===== config.mk =====
export PLATFORM = sky130hd
export DESIGN_NAME = jk_seq_decoder
export DESIGN_NICKNAME = d
export VERILOG_FILES = /design/src/rtl/jk_seq_decoder.sv
export SDC_FILE = /design/constraint.sdc
export NUM_CORES = 1
export LEC_CHECK = 0
export BUFFER_PORTS_ARGS = -buffer_cell sky130_fd_sc_hd__buf_2
export CAP_MARGIN = 15
export CORE_MARGIN = 1
export CORE_UTILIZATION = 51
export CTS_CLUSTER_DIAMETER = 30
export DETAILED_ROUTE_END_ITERATION = 16
export PLACE_DENSITY_LB_ADDON = 0.15
export SYNTH_ARGS = -nofsm -noshare
export SYNTH_HDL_FRONTEND = slang
export SYNTH_SLANG_ARGS = --single-unit

===== constraint.sdc =====
create_clock -name clk -period 2.5 [get_ports clk]
set_input_delay 0.25 -clock clk [delete_from_list [all_inputs] [get_ports clk]]
set_output_delay 0.25 -clock clk [all_outputs]
set_load 0.05 [all_outputs]

===== src/rtl/jk_seq_decoder.sv =====
// jk_seq_decoder: receive-side decoder for the JK sequence counter stream
// 0->3->5->4->7->2->0. Decodes each code to its sequence position,
// acquires and tracks lock, flags illegal codes and out-of-order steps,
// and keeps a saturating error count.
//
// Handshake: code_valid is a pure qualifier with no backpressure. code_in
// is consumed on every rising edge where code_valid=1. Cycles with
// code_valid=0 are ignored entirely: state, counters, prev and index hold,
// and all pulse outputs are 0 on the following cycle.
//
// Every output is registered and reflects the sample taken on the
// previous edge.
module jk_seq_decoder #(
  parameter int LOCK_N   = 2,
  parameter int UNLOCK_N = 2,
  parameter int ERR_W    = 8
) (
  input  logic             clk,
  input  logic             clear,
  input  logic [2:0]       code_in,
  input  logic             code_valid,
  output logic [2:0]       index,
  output logic             index_valid,
  output logic             locked,
  output logic             err_pulse,
  output logic             wrap_pulse,
  output logic [ERR_W-1:0] err_count
);

  // Counters only ever need to reach their threshold value.
  localparam int GOOD_W = $clog2(LOCK_N + 1);
  localparam int BAD_W  = $clog2(UNLOCK_N + 1);

  typedef enum logic [1:0] {
    HUNT   = 2'd0,
    ACQ    = 2'd1,
    LOCKED = 2'd2
  } state_t;

  state_t            state;
  logic [2:0]        prev;
  logic              prev_ok;
  logic [GOOD_W-1:0] good_cnt;
  logic [BAD_W-1:0]  bad_cnt;

  // Successor of a code in the counter sequence. Illegal codes map to 0,
  // which never matters because a match also requires a legal prev.
  function automatic logic [2:0] next_code(input logic [2:0] c);
    logic [2:0] n;
    case (c)
      3'd0:    n = 3'd3;
      3'd3:    n = 3'd5;
      3'd5:    n = 3'd4;
      3'd4:    n = 3'd7;
      3'd7:    n = 3'd2;
      3'd2:    n = 3'd0;
      default: n = 3'd0;
    endcase
    return n;
  endfunction

  // Sequence position of a legal code; illegal codes are never stored.
  function automatic logic [2:0] code_pos(input logic [2:0] c);
    logic [2:0] p;
    case (c)
      3'd0:    p = 3'd0;
      3'd3:    p = 3'd1;
      3'd5:    p = 3'd2;
      3'd4:    p = 3'd3;
      3'd7:    p = 3'd4;
      3'd2:    p = 3'd5;
      default: p = 3'd0;
    endcase
    return p;
  endfunction

  logic              legal;
  logic              match;
  logic [2:0]        pos;
  logic [GOOD_W-1:0] good_inc;
  logic [BAD_W-1:0]  bad_inc;
  logic              good_done;
  logic              bad_done;
  logic              err_sat;

  // Per-sample classification and next-count values.
  always_comb begin
    legal     = (code_in != 3'd1) && (code_in != 3'd6);
    match     = prev_ok && legal && (code_in == next_code(prev));
    pos       = code_pos(code_in);
    good_inc  = good_cnt + GOOD_W'(1);
    bad_inc   = bad_cnt + BAD_W'(1);
    good_done = (good_inc == GOOD_W'(LOCK_N));
    bad_done  = (bad_inc == BAD_W'(UNLOCK_N));
    err_sat   = &err_count;
  end

  // Lock FSM with registered outputs; clear wins over everything.
  always_ff @(posedge clk) begin
    if (clear) begin
      state       <= HUNT;
      prev        <= 3'd0;
      prev_ok     <= 1'b0;
      good_cnt    <= '0;
      bad_cnt     <= '0;
      index       <= 3'd0;
      index_valid <= 1'b0;
      locked      <= 1'b0;
      err_pulse   <= 1'b0;
      wrap_pulse  <= 1'b0;
      err_count   <= '0;
    end else begin
      // Pulses are single-cycle unless re-asserted by this sample.
      index_valid <= 1'b0;
      err_pulse   <= 1'b0;
      wrap_pulse  <= 1'b0;

      if (code_valid) begin
        // The previous-code register follows every valid sample, so a
        // legal mismatch re-anchors the comparison on the new code.
        prev_ok <= legal;
        if (legal) begin
          prev        <= code_in;
          index       <= pos;
          index_valid <= 1'b1;
        end

        case (state)
          HUNT: begin
            if (legal) begin
              state    <= ACQ;
              good_cnt <= '0;
            end
          end

          ACQ: begin
            if (!legal) begin
              state    <= HUNT;
              good_cnt <= '0;
            end else if (match) begin
              if (good_done) begin
                state    <= LOCKED;
                locked   <= 1'b1;
                bad_cnt  <= '0;
                good_cnt <= '0;
              end else begin
                good_cnt <= good_inc;
              end
            end else begin
              good_cnt <= '0;
            end
          end

          LOCKED: begin
            if (match) begin
              bad_cnt    <= '0;
              wrap_pulse <= (code_in == 3'd0);
            end else begin
              err_pulse <= 1'b1;
              if (!err_sat) begin
                err_count <= err_count + ERR_W'(1);
              end
              if (bad_done) begin
                // locked drops in the same cycle err_pulse reports this sample.
                locked   <= 1'b0;
                bad_cnt  <= '0;
                good_cnt <= '0;
                state    <= legal ? ACQ : HUNT;
              end else begin
                bad_cnt <= bad_inc;
              end
            end
          end

          default: begin
            state    <= HUNT;
            locked   <= 1'b0;
            good_cnt <= '0;
            bad_cnt  <= '0;
          end
        endcase
      end
    end
  end

endmodule

==> impl_summary.log, run 1 <==
INFO  metric placeable_core_region = 2477 sq um
INFO  metric run_status = complete, no violations
INFO  metric final_min_period_over_clock_period = 89.86%
INFO  metric synthesis.area_per_instance = 8.422 sq um
INFO  metric syn-num-nets = 167
INFO  metric power.ir.vdd_worst = 0.3409 mV
INFO  metric start_util = 54.39%
INFO  metric internal_power = 0.0005053 W
INFO  metric timing.critical_path.to_type = register
INFO  metric cts_max_level = 1
INFO  metric synth_edf_count = 0
INFO  metric sequential_element_share_of_the_synthesized_area = 37.14%
INFO  metric comb_power_share = 13.9%
INFO  metric cts.clk_slew.worst_paths = 140 ps
INFO  metric layout.filler_cells = 242
INFO  metric timing_worst_setup_path_type = reg -> reg
INFO  metric postSynth.asyncResetShare = 0%
INFO  metric synthesis.instances = 160
INFO  metric ys_ff_latch = 25
INFO  metric skew = 5.672 ps
INFO  metric number_of_failing_hold_endpoints_at_the_final_stage = 0
INFO  metric cts-root-to-sink-buffers = 2
INFO  metric synth_mux_area_share = 5.107%
INFO  metric hold_class = in -> reg
INFO  metric path_delay_family = compound AO/OA/AOI/OAI gates
INFO  metric tritoncts = yes
INFO  metric cp.arrival = 2470 ps
INFO  metric grt_start_max_net_pins = 33
INFO  metric final_net_count = 185
INFO  metric detail_route.iter0.violations = 20
INFO  metric first_pass_grt_wire_length = 4360 microns
INFO  metric floorplan.die_area = 2852 sq um
INFO  metric crit_path_start_kind = register
INFO  metric grt.overflow.total = 0
INFO  metric clock_power_share = 26.3%
INFO  metric drt-vias-per-instance = 5.874
INFO  metric route.detailed.wl_per_inst = 12.87 microns
INFO  metric crit_chain = o21a_1, o22ai_1, a211o_1, a211oi_2, nand4_1, mux2_1
INFO  metric total_wire_length_after_detailed_routing = 2664 microns
INFO  metric synthesis.area = 1348 sq um
INFO  metric top_library_cells_by_usage_in_the_layout_fill_and_taps_aside = sky130_fd_sc_hd__dfxtp_1, sky130_fd_sc_hd__buf_2, sky130_fd_sc_hd__nor2_1
INFO  metric report.final.slew_viol_count = 0
INFO  metric combined_global_route_utilization_of_all_metal_layers = 20.99%
INFO  metric p_per_area = 471.2 nW/um^2
INFO  metric total_leakage_power = 0.6200 nW
INFO  metric ant_nets = 0
INFO  metric synth_top_flop_cell = sky130_fd_sc_hd__dfxtp_1
INFO  metric slew-limit-headroom = 64.18%
INFO  metric achievable-frequency = 445.1 MHz
INFO  metric first_global_vias = 1038
INFO  metric routabilityCongestion = 0.8817
INFO  metric initial_antenna_violation_count = 0
INFO  metric critical_path_peak_fanout = 8
INFO  metric yosys.area_share.xor_xnor = 0.6500%
INFO  metric cts_hold_repair.buffers = 0
INFO  metric setup_slack = 253.4 ps
INFO  metric drc = 0
INFO  metric yosys.area.top_type_share = 37.14%
INFO  metric cell_type_with_the_highest_aggregate_area_in_the_netlist = sky130_fd_sc_hd__dfxtp_1
INFO  metric timing.max_cap.violations = 0
INFO  metric worst_slew_pin_slew = 536.3 ps
INFO  metric layout-drive-gt1-share = 18.08%
INFO  metric yosysWarningCount = 0
INFO  metric dr_total_vias = 1216
INFO  metric ys_top_cells_by_area = sky130_fd_sc_hd__dfxtp_1, sky130_fd_sc_hd__nand2b_1, sky130_fd_sc_hd__nor2_1
INFO  metric pin_count = 21
INFO  metric yosys.area_share.adder = 0.9285%
INFO  metric synth_simple_gate_area_share = 28.13%
INFO  metric drt_pass1_iterations = 4
INFO  metric floorplan.rows = 18
INFO  metric worst_skew_pair.late_latency = 320 ps
INFO  metric setup_viol_count_final = 0
INFO  metric post-route-util = 60.00%
INFO  metric floorplan.die.width = 53.40 microns
INFO  metric post_cts_setup_inserts = 0
INFO  metric place_worst_setup_slack = 233.3 ps
INFO  metric power.sequential.fraction = 59.8%
INFO  metric required_worst_endpoint = 2720 ps
INFO  metric cts_resized = 0
INFO  metric rsz_0062_raised_after_global_routing = no
INFO  metric finalSetupTns = 0 ps
INFO  metric place_hpwl = 1912 microns
INFO  metric cts_root_buffer = sky130_fd_sc_hd__clkbuf_4
INFO  metric area_growth = 10.31%
INFO  metric floorplan.die.height = 53.40 microns
INFO  metric io_buffer_count = 20
INFO  metric synth-compound-area-share = 23.68%
INFO  metric netSwitchingPower = 0.0001952 W
INFO  metric fin_worst_hold_slack = 247.4 ps
INFO  metric layout.cells.most_common = sky130_fd_sc_hd__dfxtp_1
INFO  metric cts_buffers = 3
INFO  metric max_stage_delay = 530 ps
INFO  metric number_of_library_cell_types_mapped_by_synthesis = 49
INFO  metric n_antenna_cell = 0
INFO  metric switching_share = 27.86%
INFO  metric final_total_power = 0.0007005 W
INFO  metric fin_crit = 2247 ps
INFO  metric timing.critical_path.slowest_stage_cell = sky130_fd_sc_hd__a211oi_2
INFO  metric synth_top_family_by_area = simple AND/OR/NAND/NOR gates
INFO  metric tritoncts_num_sinks = 25
INFO  metric worstPathBufferInverterCount = 0
[worst paths after layout]
check             cells after the start  slack (ps)                        end                     start
setup / recovery                      6         250  err_count[4]$_SDFFE_PP0P_      prev[0]$_SDFFE_PP0P_
setup reg to reg                      6         250  err_count[4]$_SDFFE_PP0P_      prev[0]$_SDFFE_PP0P_
hold reg to reg                       2         440   good_cnt[1]$_SDFFE_PP0P_  good_cnt[1]$_SDFFE_PP0P_
hold / removal                        3         250       prev[0]$_SDFFE_PP0P_                code_in[0]
[flip-flops by register name, indices dropped and copies added, names as in the netlist, 2 cells and up]
name,cells
good_cnt,2
bad_cnt,2
index,3
prev,3
err_count,8
state,2
[cells by family (layout without fill, tap and decap cells)]
kind of cell | Yosys count | in the layout
and+or+nand+nor | 71 | 71
AOI/OAI and AO/OA | 42 | 42
DFF | 25 | 25
buffers and inverters | 14 | 31
muxes | 6 | 6
adders and majority gates | 1 | 1
xor gates and xnor gates | 1 | 1
[power groups by stage]
stage                     clock network, W  logic [W]  registers, W
after floorplan                          0  0.0000672      0.000436
final                             0.000184  0.0000976      0.000419
after CTS                         0.000190  0.0000972      0.000419
after global placement                   0  0.0000952      0.000427
after global routing              0.000198   0.000109      0.000421
after detailed placement                 0  0.0000969      0.000427
[cell usage after synthesis, types with 4 or more instances]
master / instances
sky130_fd_sc_hd__o21ai_0: 4
sky130_fd_sc_hd__nor2_1: 18
sky130_fd_sc_hd__a21oi_1: 6
sky130_fd_sc_hd__dfxtp_1: 25
sky130_fd_sc_hd__a22oi_1: 5
sky130_fd_sc_hd__nand2b_1: 11
sky130_fd_sc_hd__nor2b_1: 6
sky130_fd_sc_hd__inv_1: 5
sky130_fd_sc_hd__nand2_1: 16
[cell type report]
| cell class | instances | area, sq um | share of cell area (%) |
|---|---|---|---|
| flip-flops and latches | 25 | 500.5 | 33.67 |
| clock buffers | 4 | 26.28 | 1.768 |
| multi-input cells | 121 | 788.3 | 53.03 |
| inverters | 5 | 18.77 | 1.263 |
| repair buffers | 22 | 115.1 | 7.744 |
| well taps | 30 | 37.54 | 2.525 |
[stage by stage]
step / cell area [sq um] / cells
4_1_cts: 1486 / 207
6_report: 1486 / 207
2_1_floorplan: 1348 / 160
3_5_place_dp: 1460 / 203
3_3_place_gp: 1460 / 203
5_1_grt: 1486 / 207
[per-layer routing]
metal,vias to the layer above,part of all wire [%],GRT usage [%]
met5,-,0,0
met4,0,1.6,10.09
met2,27,47,36.25
met3,4,3.5,2.874
li1,617,-,-
met1,568,48,25.04
[worst register-to-register path, stage by stage (launching register included)]
cell and delay [ps]:
sky130_fd_sc_hd__dfxtp_1 480, sky130_fd_sc_hd__o21a_1 180, sky130_fd_sc_hd__o22ai_1 90, sky130_fd_sc_hd__a211o_1 370
sky130_fd_sc_hd__a211oi_2 530, sky130_fd_sc_hd__nand4_1 170, sky130_fd_sc_hd__mux2_1 340
Power figures use the tool's default switching activity.
==> inputs of run 2 (changes only) <==
--- a/config.mk
+++ b/config.mk
@@ -11,7 +11,8 @@
 export CORE_UTILIZATION = 51
 export CTS_CLUSTER_DIAMETER = 30
 export DETAILED_ROUTE_END_ITERATION = 16
-export PLACE_DENSITY_LB_ADDON = 0.15
+export PLACE_DENSITY = 0.71
+export SKIP_LAST_GASP = 1
 export SYNTH_ARGS = -nofsm -noshare
 export SYNTH_HDL_FRONTEND = slang
 export SYNTH_SLANG_ARGS = --single-unit
==> impl_summary.log, run 2 (synthesis results as in run 1) <==
INFO  metric run_status = complete, no violations (unchanged)
INFO  metric report.final.slew_viol_count = 0 (unchanged)
INFO  metric drt-vias-per-instance = 5.884 (was 5.874)
INFO  metric grt.overflow.total = 0 (unchanged)
INFO  metric first_global_vias = 1005 (was 1038)
INFO  metric start_util = 54.39% (unchanged)
INFO  metric total_wire_length_after_detailed_routing = 2724 microns (was 2664 microns)
INFO  metric timing.max_cap.violations = 0 (unchanged)
INFO  metric routabilityCongestion = 0.8843 (was 0.8817)
INFO  metric dr_total_vias = 1218 (was 1216)
INFO  metric top_library_cells_by_usage_in_the_layout_fill_and_taps_aside = sky130_fd_sc_hd__dfxtp_1, sky130_fd_sc_hd__buf_2, sky130_fd_sc_hd__nor2_1 (unchanged)
INFO  metric combined_global_route_utilization_of_all_metal_layers = 20.66% (was 20.99%)
INFO  metric achievable-frequency = 479.9 MHz (was 445.1 MHz)
INFO  metric p_per_area = 467.7 nW/um^2 (was 471.2 nW/um^2)
INFO  metric final_min_period_over_clock_period = 83.36% (was 89.86%)
INFO  metric drt_pass1_iterations = 4 (unchanged)
INFO  metric placeable_core_region = 2477 sq um (unchanged)
INFO  metric setup_viol_count_final = 0 (unchanged)
INFO  metric io_buffer_count = 20 (unchanged)
INFO  metric slew-limit-headroom = 65.65% (was 64.18%)
INFO  metric post_cts_setup_inserts = 0 (unchanged)
INFO  metric number_of_failing_hold_endpoints_at_the_final_stage = 0 (unchanged)
INFO  metric total_leakage_power = 0.6200 nW (unchanged)
INFO  metric pin_count = 21 (unchanged)
INFO  metric ant_nets = 0 (unchanged)
INFO  metric tritoncts_num_sinks = 25 (unchanged)
INFO  metric floorplan.die.height = 53.40 microns (unchanged)
INFO  metric floorplan.die.width = 53.40 microns (unchanged)
INFO  metric initial_antenna_violation_count = 0 (unchanged)
INFO  metric cts_root_buffer = sky130_fd_sc_hd__clkbuf_4 (unchanged)
INFO  metric worst_skew_pair.late_latency = 310 ps (was 320 ps)
INFO  metric finalSetupTns = 0 ps (unchanged)
INFO  metric timing.critical_path.to_type = register (unchanged)
INFO  metric cts_hold_repair.buffers = 0 (unchanged)
INFO  metric cts.clk_slew.worst_paths = 140 ps (about the same)
INFO  metric floorplan.rows = 18 (unchanged)
INFO  metric cts_buffers = 3 (unchanged)
INFO  metric critical_path_peak_fanout = 9 (was 8)
INFO  metric fin_crit = 2084 ps (was 2247 ps)
INFO  metric largestRegisters = err_count (8), index (3), prev (3) (unchanged)
INFO  metric area_growth = 10.31% (unchanged)
INFO  metric detail_route.iter0.violations = 30 (was 20)
INFO  metric number_of_flip_flops_under_the_largest_register_name = 8 (unchanged)
INFO  metric n_antenna_cell = 0 (unchanged)
INFO  metric cts_resized = 0 (unchanged)
INFO  metric skew = 2.315 ps (was 5.672 ps)
INFO  metric registers.top_by_ff_count = err_count (unchanged)
INFO  metric first_pass_grt_wire_length = 4395 microns (was 4360 microns)
INFO  metric power.ir.vdd_worst = 0.3391 mV (was 0.3409 mV)
INFO  metric crit_path_start_kind = register (unchanged)
INFO  metric hold_class = in -> reg (unchanged)
INFO  metric required_worst_endpoint = 2680 ps (was 2720 ps)
INFO  metric layout.cells.most_common = sky130_fd_sc_hd__dfxtp_1 (unchanged)
INFO  metric route.detailed.wl_per_inst = 13.16 microns (was 12.87 microns)
INFO  metric fin_worst_hold_slack = 261.1 ps (was 247.4 ps)
INFO  metric layout-drive-gt1-share = 18.08% (unchanged)
INFO  metric final_design_area_no_fill = 1486 sq um (unchanged)
INFO  metric finalNonFillerCells = 207 (unchanged)
INFO  metric place.detailed.instances = 203 (unchanged)
INFO  metric grt_start_max_net_pins = 33 (unchanged)
INFO  metric area_post_placement = 1460 sq um (unchanged)
INFO  metric drc = 0 (unchanged)
INFO  metric cp.arrival = 2270 ps (was 2470 ps)
INFO  metric tritoncts = yes (unchanged)
INFO  metric post-route-util = 60.00% (unchanged)
INFO  metric cts-root-to-sink-buffers = 2 (unchanged)
INFO  metric place_hpwl = 1964 microns (was 1912 microns)
INFO  metric worst_slew_pin_slew = 515.3 ps (was 536.3 ps)
INFO  metric rsz_0062_raised_after_global_routing = no (unchanged)
INFO  metric layout.filler_cells = 239 (was 242)
INFO  metric cts_max_level = 1 (unchanged)
INFO  metric timing_worst_setup_path_type = reg -> reg (unchanged)
INFO  metric floorplan.die_area = 2852 sq um (unchanged)
INFO  metric final_net_count = 185 (unchanged)
-- run 2: cell counts in the layout (fill, tap and decap cells not counted) --
Identical to the previous run, type by type.
-- run 2: power by group --
part	switching (W)	internal, W	total, W
Sequential	0.0000106	0.000408	0.000419
Combinational	0.0000628	0.0000345	0.0000973
Clock	0.000117	0.0000622	0.000179
Total	0.000190	0.000505	0.000695
-- run 2: path summary, 6_finish.rpt --
check / from / slack, ps / cells after the start / to
worst max-delay path: prev[1]$_SDFFE_PP0P_ / 420 / 6 / bad_cnt[0]$_SDFFE_PP0P_
worst min-delay path: code_in[0] / 260 / 3 / prev[0]$_SDFFE_PP0P_
worst max register to register: prev[1]$_SDFFE_PP0P_ / 420 / 6 / bad_cnt[0]$_SDFFE_PP0P_
worst min register to register: good_cnt[1]$_SDFFE_PP0P_ / 440 / 2 / good_cnt[1]$_SDFFE_PP0P_
-- run 2: critical path, stage by stage, from the launching register on --
cell,delay [ps]
sky130_fd_sc_hd__dfxtp_1,520
sky130_fd_sc_hd__nor2b_1,80
sky130_fd_sc_hd__a2111oi_0,440
sky130_fd_sc_hd__a211o_1,250
sky130_fd_sc_hd__nand2_1,190
sky130_fd_sc_hd__o21ai_0,350
sky130_fd_sc_hd__a211oi_1,130
-- run 2: layout make-up --
| class | instances | area, sq um | share of cell area, % |
|---|---|---|---|
| repair buffers | 22 | 115.1 | 7.744 |
| inverters | 5 | 18.77 | 1.263 |
| flip-flops and latches | 25 | 500.5 | 33.67 |
| clock buffers | 4 | 26.28 | 1.768 |
| multi-input cells | 121 | 788.3 | 53.03 |
| well taps | 30 | 37.54 | 2.525 |
-- run 2: stage by stage --
stage	setup WS [ps]	total power [W]
after floorplan	542.7	0.0005034
after global placement	472.3	0.0005220
after detailed placement	398.0	0.0005236
after CTS	459.3	0.0007020
after global routing	169.8	0.0007287
final	416.0	0.0006953
-- run 2: per-layer routing --
metal  global-route usage [%]  vias to the layer above  wire (microns)
met5                        0                        -               0
met2                    34.79                       37            1285
met4                    5.263                        0              20
met3                    2.874                        2             162
li1                         -                      615               -
met1                    27.21                      564            1255
